$ cat config.mk
export PLATFORM = sky130hd
export DESIGN_NAME = packet_receiver
export DESIGN_NICKNAME = d
export VERILOG_FILES = /design/src/rtl/packet_receiver.sv
export SDC_FILE = /design/constraint.sdc
export NUM_CORES = 1
export LEC_CHECK = 0
export ABC_AREA = 1
export BUFFER_PORTS_ARGS = -buffer_cell sky130_fd_sc_hd__buf_2
export CAP_MARGIN = 0
export CORE_MARGIN = 10
export CORE_UTILIZATION = 40
export CTS_CLUSTER_DIAMETER = 50
export DETAILED_ROUTE_END_ITERATION = 10
export PLACE_DENSITY_LB_ADDON = 0.12
export SKIP_LAST_GASP = 1
export SLEW_MARGIN = 25
export SYNTH_ARGS = -nofsm -noshare
export SYNTH_HDL_FRONTEND = slang
export SYNTH_SLANG_ARGS = --single-unit
$ cat constraint.sdc
create_clock -name write_clk_tb -period 6.5 [get_ports write_clk_tb]
set_clock_uncertainty 0.15 [all_clocks]
set_input_delay 1.625 -clock write_clk_tb [delete_from_list [all_inputs] [get_ports write_clk_tb]]
set_output_delay 1.625 -clock write_clk_tb [all_outputs]
set_load 0.1 [all_outputs]
$ cat src/rtl/packet_receiver.sv
// packet_receiver: receive-side endpoint of the transmitter packet stream.
// Parses dstid/srcid/size, checks framing, length and (optionally) parity,
// and buffers accepted payload in a show-ahead FIFO for a downstream reader.
//
// Optional feature macro: RX_PARITY_CHECK_EN (parity byte compared against the
// running XOR of the packet; when undefined the parity byte only terminates).
//
// Ports:
//   write_clk_tb        clock, rising edge
//   rst_tb              asynchronous active-high reset
//   pkt_in/pkt_valid/pkt_start/pkt_end   input byte stream
//   stop_packet         registered backpressure (free entries < STOP_THRESH)
//   rx_data/rx_valid/rx_ready            FIFO read side, show-ahead
//   hdr_dst/hdr_src/hdr_len              header of last completed packet
//   pkt_done/pkt_drop/pkt_err            one-cycle completion pulses
//   err_code            {parity, length, framing}, held until next pkt_err
//   overflow            sticky FIFO overflow flag
module packet_receiver #(
  parameter logic [7:0] ADDR        = 8'hA,
  parameter int         DEPTH       = 16,
  parameter int         STOP_THRESH = 8
) (
  input  logic       write_clk_tb,
  input  logic       rst_tb,
  input  logic [7:0] pkt_in,
  input  logic       pkt_valid,
  input  logic       pkt_start,
  input  logic       pkt_end,
  output logic       stop_packet,
  output logic [7:0] rx_data,
  output logic       rx_valid,
  input  logic       rx_ready,
  output logic [7:0] hdr_dst,
  output logic [7:0] hdr_src,
  output logic [2:0] hdr_len,
  output logic       pkt_done,
  output logic       pkt_drop,
  output logic       pkt_err,
  output logic [2:0] err_code,
  output logic       overflow
);

  localparam int AW = $clog2(DEPTH);
  localparam logic [AW:0] FULL_CNT = (AW+1)'(DEPTH);
  localparam logic [AW:0] THRESH_W = (AW+1)'(STOP_THRESH);

  typedef enum logic [2:0] {
    IDLE    = 3'd0,
    SRC     = 3'd1,
    LEN     = 3'd2,
    PAYLOAD = 3'd3,
    PARITY  = 3'd4
  } state_t;

  state_t      state_r;
  logic [2:0]  cnt_r;
  logic [7:0]  dst_r;
  logic [7:0]  src_r;
  logic [2:0]  len_r;
  logic        accept_r;
  logic        skip_r;      // swallow stray bytes after a missing-end error
  logic        ovf_pkt_r;   // current packet lost a byte to a full FIFO

  logic [7:0]  hdr_dst_r;
  logic [7:0]  hdr_src_r;
  logic [2:0]  hdr_len_r;
  logic        pkt_done_r;
  logic        pkt_drop_r;
  logic        pkt_err_r;
  logic [2:0]  err_code_r;
  logic        overflow_r;

  logic [7:0]  mem_r [DEPTH];
  logic [AW:0] wr_ptr_r;
  logic [AW:0] rd_ptr_r;
  logic [7:0]  rx_data_r;
  logic        rx_valid_r;
  logic        stop_r;

  logic        push_req_s;
  logic        pop_s;
  logic        full_s;
  logic        push_s;
  logic        ovf_s;
  logic [AW:0] occ_s;
  logic [AW:0] wr_nxt_s;
  logic [AW:0] rd_nxt_s;
  logic [AW:0] occ_nxt_s;
  logic [7:0]  data_nxt_s;
  logic        par_err_s;
  logic [2:0]  end_code_s;

`ifdef RX_PARITY_CHECK_EN
  logic [7:0]  xor_r;

  function automatic logic [7:0] acc_parity(input logic [7:0] acc, input logic [7:0] b);
    return acc ^ b;
  endfunction

  // Running XOR of every byte from dstid up to (not including) the parity byte.
  always_ff @(posedge write_clk_tb or posedge rst_tb) begin
    if (rst_tb) begin
      xor_r <= 8'h00;
    end else if (pkt_valid && pkt_start) begin
      xor_r <= pkt_in;
    end else if (pkt_valid && (state_r == SRC || state_r == LEN || state_r == PAYLOAD)) begin
      xor_r <= acc_parity(xor_r, pkt_in);
    end
  end

  assign par_err_s = (pkt_in != xor_r);
`else
  assign par_err_s = 1'b0;
`endif

  // FIFO push/pop decisions; a pop on a full FIFO frees room for the push.
  always_comb begin
    push_req_s = pkt_valid && !pkt_start && !pkt_end && (state_r == PAYLOAD) && accept_r;
    pop_s      = rx_valid_r && rx_ready;
    occ_s      = wr_ptr_r - rd_ptr_r;
    full_s     = (occ_s == FULL_CNT);
    push_s     = push_req_s && (!full_s || pop_s);
    ovf_s      = push_req_s && full_s && !pop_s;
    wr_nxt_s   = wr_ptr_r + {{AW{1'b0}}, push_s};
    rd_nxt_s   = rd_ptr_r + {{AW{1'b0}}, pop_s};
    occ_nxt_s  = wr_nxt_s - rd_nxt_s;
    end_code_s = {par_err_s, ovf_pkt_r, 1'b0};
  end

  // Next head byte: zero when empty, the incoming byte when it lands on the head slot.
  always_comb begin
    if (wr_nxt_s == rd_nxt_s) begin
      data_nxt_s = 8'h00;
    end else if (push_s && (wr_ptr_r == rd_nxt_s)) begin
      data_nxt_s = pkt_in;
    end else begin
      data_nxt_s = mem_r[rd_nxt_s[AW-1:0]];
    end
  end

  // Payload storage, no reset needed.
  always_ff @(posedge write_clk_tb) begin
    if (push_s) begin
      mem_r[wr_ptr_r[AW-1:0]] <= pkt_in;
    end
  end

  // FIFO pointers and registered read-side/backpressure outputs.
  always_ff @(posedge write_clk_tb or posedge rst_tb) begin
    if (rst_tb) begin
      wr_ptr_r   <= '0;
      rd_ptr_r   <= '0;
      rx_data_r  <= 8'h00;
      rx_valid_r <= 1'b0;
      stop_r     <= 1'b0;
    end else begin
      wr_ptr_r   <= wr_nxt_s;
      rd_ptr_r   <= rd_nxt_s;
      rx_data_r  <= data_nxt_s;
      rx_valid_r <= (wr_nxt_s != rd_nxt_s);
      stop_r     <= ((FULL_CNT - occ_nxt_s) < THRESH_W);
    end
  end

  // Packet parser FSM with registered status outputs.
  always_ff @(posedge write_clk_tb or posedge rst_tb) begin
    if (rst_tb) begin
      state_r    <= IDLE;
      cnt_r      <= 3'd0;
      dst_r      <= 8'h00;
      src_r      <= 8'h00;
      len_r      <= 3'd0;
      accept_r   <= 1'b0;
      skip_r     <= 1'b0;
      ovf_pkt_r  <= 1'b0;
      hdr_dst_r  <= 8'h00;
      hdr_src_r  <= 8'h00;
      hdr_len_r  <= 3'd0;
      pkt_done_r <= 1'b0;
      pkt_drop_r <= 1'b0;
      pkt_err_r  <= 1'b0;
      err_code_r <= 3'b000;
      overflow_r <= 1'b0;
    end else begin
      pkt_done_r <= 1'b0;
      pkt_drop_r <= 1'b0;
      pkt_err_r  <= 1'b0;
      if (ovf_s) begin
        overflow_r <= 1'b1;
        ovf_pkt_r  <= 1'b1;
      end
      if (pkt_valid) begin
        if (pkt_start) begin
          // A start anywhere but IDLE aborts the current packet.
          if (state_r != IDLE) begin
            pkt_err_r  <= 1'b1;
            err_code_r <= 3'b001;
          end
          dst_r     <= pkt_in;
          accept_r  <= (pkt_in == ADDR) || (pkt_in == 8'hFF);
          ovf_pkt_r <= 1'b0;
          skip_r    <= 1'b0;
          state_r   <= SRC;
        end else begin
          case (state_r)
            IDLE: begin
              if (!skip_r) begin
                pkt_err_r  <= 1'b1;
                err_code_r <= 3'b001;
              end
            end
            SRC, LEN, PAYLOAD: begin
              if (pkt_end) begin
                pkt_err_r  <= 1'b1;
                err_code_r <= 3'b010;
                state_r    <= IDLE;
              end else if (state_r == SRC) begin
                src_r   <= pkt_in;
                state_r <= LEN;
              end else if (state_r == LEN) begin
                len_r   <= pkt_in[2:0];
                cnt_r   <= pkt_in[2:0];
                state_r <= (pkt_in[2:0] == 3'd0) ? PARITY : PAYLOAD;
              end else begin
                cnt_r <= cnt_r - 3'd1;
                if (cnt_r == 3'd1) begin
                  state_r <= PARITY;
                end
              end
            end
            PARITY: begin
              state_r <= IDLE;
              if (!pkt_end) begin
                pkt_err_r  <= 1'b1;
                err_code_r <= 3'b010;
                skip_r     <= 1'b1;
              end else if (end_code_s != 3'b000) begin
                pkt_err_r  <= 1'b1;
                err_code_r <= end_code_s;
              end else begin
                pkt_done_r <= accept_r;
                pkt_drop_r <= !accept_r;
                hdr_dst_r  <= dst_r;
                hdr_src_r  <= src_r;
                hdr_len_r  <= len_r;
              end
            end
            default: state_r <= IDLE;
          endcase
        end
      end
    end
  end

  assign stop_packet = stop_r;
  assign rx_data     = rx_data_r;
  assign rx_valid    = rx_valid_r;
  assign hdr_dst     = hdr_dst_r;
  assign hdr_src     = hdr_src_r;
  assign hdr_len     = hdr_len_r;
  assign pkt_done    = pkt_done_r;
  assign pkt_drop    = pkt_drop_r;
  assign pkt_err     = pkt_err_r;
  assign err_code    = err_code_r;
  assign overflow    = overflow_r;

endmodule

# Word level (Yosys, flattened, before mapping)
# Memory sizes are Yosys's and may differ from the RTL's.
# Index checks and enable logic that the tools add are counted.
# Widths: inputs -> output; s select.
[classes]
n_addsub = 6
n_lt_le_gt_ge = 1
n_eq_ne = 18
mux = 43
n_bitwise = 4
reduce_logical = 30
[ops]
columns = ["op", "count"]
rows = [
  ["$mux 3", 13],
  ["$mux 1", 25],
  ["$mux 8", 2],
  ["$reduce_and 5->1", 3],
  ["$reduce_and 6->1", 2],
  ["$add 5x1->5", 2],
  ["$eq 5x5->1", 2],
  ["$sub 5x5->5", 2],
  ["$logic_and 1x1->1", 9],
  ["$pmux 3 s3", 1],
  ["$eq 8x4->1 const B", 1],
  ["$eq 8x8->1 const B", 1],
  ["$eq 3x1->1 const B", 2],
  ["$eq 3x2->1 const B", 2],
  ["$logic_not 3->1", 2],
  ["$ne 3x3->1 const B", 2],
  ["$ne 6x6->1 const B", 1],
  ["$pmux 3 s2", 1],
  ["$reduce_and 3->1", 2],
  ["$eq 5x5->1 const B", 1],
  ["$logic_not 1->1", 5],
  ["$lt 5x4->1 const B", 1],
  ["$ne 5x5->1", 1],
  ["$sub 5x5->5 const A", 1],
  ["13 further kinds", 18],
]
[totals]
register_bits = 74
mem_bits_rw = 128
inputBits = 14
out_inout_bits = 36
word_cells = 124
n_memories = 1
[mem_list]
columns = ["name", "depth", "width", "read_ports", "rd_ports_with_merged_regs", "wr", "line_no", "rtl"]
rows = [
  ["mem_r", 16, 8, 1, 0, 1, "73", "logic [7:0] mem_r [DEPTH];"],
]

# Depth between registers and ports, before layout
[depth]
ltp_word = 10
ltp_mapped = 22
ltp_nobuf = 22

# Least setup slack after synthesis
# OpenSTA, ideal clock, no wires.
[synth_timing]
kind = "input -> register"
start = "input pkt_valid"
end = "register stop_r (netlist: stop_packet)"
setup_ps = 77
arrival_ps = 4053
required_ps = 6273
path_slack_ps = 2220
cell_stages = 19
n_path_buf = 1
path_cell_list = "buf_2 nand2_1 nor2_4 nand3_2 a21oi_2 ha_1 ha_1 xor2_1 xnor2_1 inv_1 ha_1 nand2_1 o21bai_1 nand2_1 nand2_1 nand2_1 nand2_1 nand2_1 a21oi_1"
[synth_via]
elab_chain_cells = 9
[synth_rtl]
columns = ["item", "line_no", "rtl"]
rows = [
  ["start, declared", "26", "input logic pkt_valid,"],
  ["$logic_and 1x1->1 (4 in series)", "118", "push_req_s = pkt_valid && !pkt_start && !pkt_end && (state_r == PAYLOAD) && accept_r;"],
  ["$logic_and 1x1->1", "122", "push_s = push_req_s && (!full_s || pop_s);"],
  ["$add 5x1->5", "124", "wr_nxt_s = wr_ptr_r + {{AW{1'b0}}, push_s};"],
  ["via wr_nxt_s[2]", "86", "logic [AW:0] wr_nxt_s;"],
  ["$sub 5x5->5", "126", "occ_nxt_s = wr_nxt_s - rd_nxt_s;"],
  ["$sub 5x5->5", "161", "stop_r <= ((FULL_CNT - occ_nxt_s) < THRESH_W);"],
  ["$lt 5x4->1", "161", ""],
  ["end signal, assigned", "161", ""],
  ["end, declared", "78", "logic stop_r;"],
]
# The timed path passes the listed nets, and every way through them passes these cells.
# A chain may end at the register's enable or synchronous reset.

# Worst setup path in the final report
# Same ends and word-level chain as after synthesis.

==> impl_metrics.py <==
metrics = {
    "run_status": {
        "status": "finished clean",
    },
    "timing": {
        "relSlewSlack_pct": 42.0,
        "slew_viol_final": 0,
        "fin_crit_ns": 4.43,
        "finalWorstSetupSlack_ns": 2.07,
        "setup_tns_ns": 0,
        "finalSetupViolCount": 0,
        "worst_pin_slew_ns": 0.867,
        "finalHoldViolations": 0,
        "finalCritPeriodShare_pct": 68.2,
        "max_freq_mhz": 226,
        "rsz0062_at_grt": "no",
    },
    "finish": {
        "diodes": 0,
        "seqCellArea_mm2": 0.00567,
        "drive_gt1_share_pct": 11.5,
        "n_fill_cell": 2053,
        "design_area_mm2": 0.00996,
        "multiInputGateArea_mm2": 0.00266,
        "fin_nets": 939,
        "syn_to_final_growth_pct": 13.9,
    },
    "job": {
        "cap_violations": 0,
    },
    "detailed_routing": {
        "first_iter_violations": 525,
        "drt-wirelength-per-cell_um": 17.5,
        "viasPerCell": 5.02,
        "dr.pass1.iters": 5,
        "drc": 0,
        "detail-route-antenna-nets": 0,
        "routed_wl_um": 21100,
        "route.vias.total": 6054,
    },
    "synth": {
        "yosysTopAreaCell": "edfxtp_1",
        "yosys-top-cells-area": "edfxtp_1, dfrtp_1, nand2_1",
        "synthArstFlopShare_pct": 36.3,
        "ys_seq_area_share_pct": 64.8,
        "syn_area_mm2": 0.00875,
        "synth_edf_count": 128,
        "syn_avg_cell_area_um2": 10.1,
        "syn-num-nets": 895,
        "synth_commonest_cells": "nand2_1, nand3_1, edfxtp_1, dfrtp_1, inv_1",
        "ys_ff_latch": 201,
        "synth.most_common_cell": "nand2_1",
        "dominantRegCellSynth": "edfxtp_1",
        "synth_warnings": 0,
        "synth_top_area_share_pct": 43.9,
        "yosysUniqueCellTypes": 35,
        "syn_inst": 866,
    },
    "setup_path": {
        "worstPathMaxFanout": 25,
        "worstReg2RegStart": "wr_ptr_r[3]$_DFF_PP0_",
        "required_ns": 6.77,
        "crit_buf_inv": 2,
        "crit_cells": 19,
        "worst_r2r_path_depth": 21,
        "cpPeakStageDelay_ns": 0.37,
        "r2r_slack_ns": 2.83,
        "startpoint": "pkt_valid",
        "critPathKind": "in2reg",
        "cp_slowest_cell": "buf_2",
        "cp.arrival_ns": 4.71,
        "crit_end": "stop_packet$_DFF_PP0_",
        "critPathLaunchType": "primary input",
        "r2r_end": "stop_packet$_DFF_PP0_",
        "crit_family": "simple AND/OR/NAND/NOR gates",
        "cpMostUsedCell": "nand2_1",
        "crit_chain": "buf_2 > nand2_1 > nor2_4 > nand3_2 > a21oi_2 > ha_1 > ha_1 > xor2_1 > xnor2_1 > inv_1 > ha_1 > nand2_1 > o21bai_1 > nand2_1 > nand2_1 > nand2_1 > nand2_1 > nand2_1 > a21oi_1",
        "end_kind": "flip-flop",
    },
    "grt": {
        "grt_usage_pct": 14.8,
        "grt_pass1_vias": 6005,
        "grt_max_degree": 67,
        "antenna_found_initial": 0,
        "globalRouteOverflowTotal": 0,
        "grt_pass1_wl_um": 34100,
    },
    "die": {
        "num_rows": 54,
        "dieArea_mm2": 0.0282,
        "pin_count": 50,
        "dieWidth_um": 168,
        "core_region_area_mm2": 0.0217,
        "dieHeight_um": 168,
        "start_util_pct": 40.3,
    },
    "pwr": {
        "p_per_area_mw_per_mm2": 489,
        "p_leak_nw": 4.32,
        "peakVddDrop_v": 0.000230,
        "power.total_mw": 4.87,
    },
    "place": {
        "pre_cts_ws_ns": 1.53,
        "hpwl_um": 13600,
        "postPlaceCellArea_mm2": 0.00918,
        "gp_congestion": 0.841,
        "portBuffers": 48,
    },
    "clocking": {
        "ctsHoldBuffers": 0,
        "cts.sinks": 201,
        "clk_latency_ns": 0.52,
        "cts-root-buf": "clkbuf_16",
        "cts_made_buffers": 25,
        "cts-htree-levels": 1,
        "post_cts_buffers": 0,
        "cts_tree": "built",
        "cts.reportedPaths.clkPinSlew_ns": 0.05,
        "ctsResizeCount": 0,
        "cts_buffer_depth": 3,
    },
    "min_path": {
        "hp-class": "reg2reg",
        "hold_path_depth": 2,
    },
}
## power by group
group / switching [mW] / internal [mW]
Sequential: 0.0879 / 1.50
Combinational: 1.47 / 0.501
Clock: 0.529 / 0.788
## placed cells by master, fill, tap and decap left out, drive strengths merged, types with 2 or more instances in the layout
cell,instances
or2,2
buf,53
edfxtp,128
o22ai,3
nand3,160
inv,63
clkbuf,29
nand4,6
nand2,271
bufinv,2
dfrtp,73
clkinv,9
xor2,6
nand3b,2
nor3,4
o21ai,26
ha,15
a31oi,4
a21oi,6
nor2,59
## sequential cells by signal (all words and copies together), names as in the netlist
name,count
pkt_drop,1
hdr_src,8
mem_r,128
cnt_r,3
stop_packet,1
state_r,3
rx_valid,1
wr_ptr_r,5
skip_r,1
src_r,8
pkt_err,1
err_code,2
hdr_dst,8
overflow,1
rx_data,8
accept_r,1
pkt_done,1
ovf_pkt_r,1
dst_r,8
len_r,3
hdr_len,3
rd_ptr_r,5
## metrics by stage
stage                     instances  util (%)  hold WS [ns]
final                          1207      45.9         0.313
after detailed placement       1163      42.3         0.304
after CTS                      1207      45.9         0.318
after global placement         1163      42.3         0.298
after global routing           1207      45.9         0.339
after floorplan                 866         -         0.297
## per-layer routing
metal	wire length, µm	part of all wire [%]	vias to the layer above	global-route usage [%]
met5	0	0	-	0
met4	419	2.0	0	4.20
met3	1280	6.0	29	2.96
met2	9210	44	161	22.4
met1	10200	48	2859	21.2
li1	-	-	3005	-
## worst min path at each step
stage,end,from
after floorplan,pkt_drop$_DFF_PP0_,accept_r$_DFFE_PP0P_
after global placement,overflow$_DFFE_PP0P_,overflow$_DFFE_PP0P_
after detailed placement,hdr_dst[2]$_DFFE_PP0P_,hdr_dst[2]$_DFFE_PP0P_
after CTS,hdr_dst[2]$_DFFE_PP0P_,hdr_dst[2]$_DFFE_PP0P_
after global routing,hdr_src[0]$_DFFE_PP0P_,hdr_src[0]$_DFFE_PP0P_
final,hdr_dst[2]$_DFFE_PP0P_,hdr_dst[2]$_DFFE_PP0P_
## worst register-to-register path, cell delays in order (launching register included)
cell and delay (ns):
dfrtp_1 0.47, ha_1 0.37, inv_1 0.09, nand2_1 0.05, nand3_1 0.06, nand2_1 0.05
nor2_1 0.28, a21oi_2 0.20, ha_1 0.24, ha_1 0.21, xor2_1 0.24, xnor2_1 0.18
inv_1 0.07, ha_1 0.27, nand2_1 0.04, o21bai_1 0.18, nand2_1 0.10, nand2_1 0.06
nand2_1 0.06, nand2_1 0.06, nand2_1 0.05, a21oi_1 0.14
## layout make-up
class	count	share of cell area, %
clock buffer	29	6.43
sequential	201	56.9
tap	280	3.52
multi-input combinational	569	26.7
timing repair buffer	53	2.79
clock inverter	15	1.42
inverter	60	2.26
## kinds of logic (layout without fill, tap and decap cells)
group	count (synthesis)	after routing	synth area share (%)
AOI/OAI and AO/OA	42	42	2.66
buffers and inverters	96	157	4.81
DFF	201	201	64.8
adders and majority gates	15	15	2.15
other	1	1	0.0429
and+or+nand+nor	504	504	24.8
xor gates and xnor gates	7	7	0.701
Power figures use the tool's default switching activity.
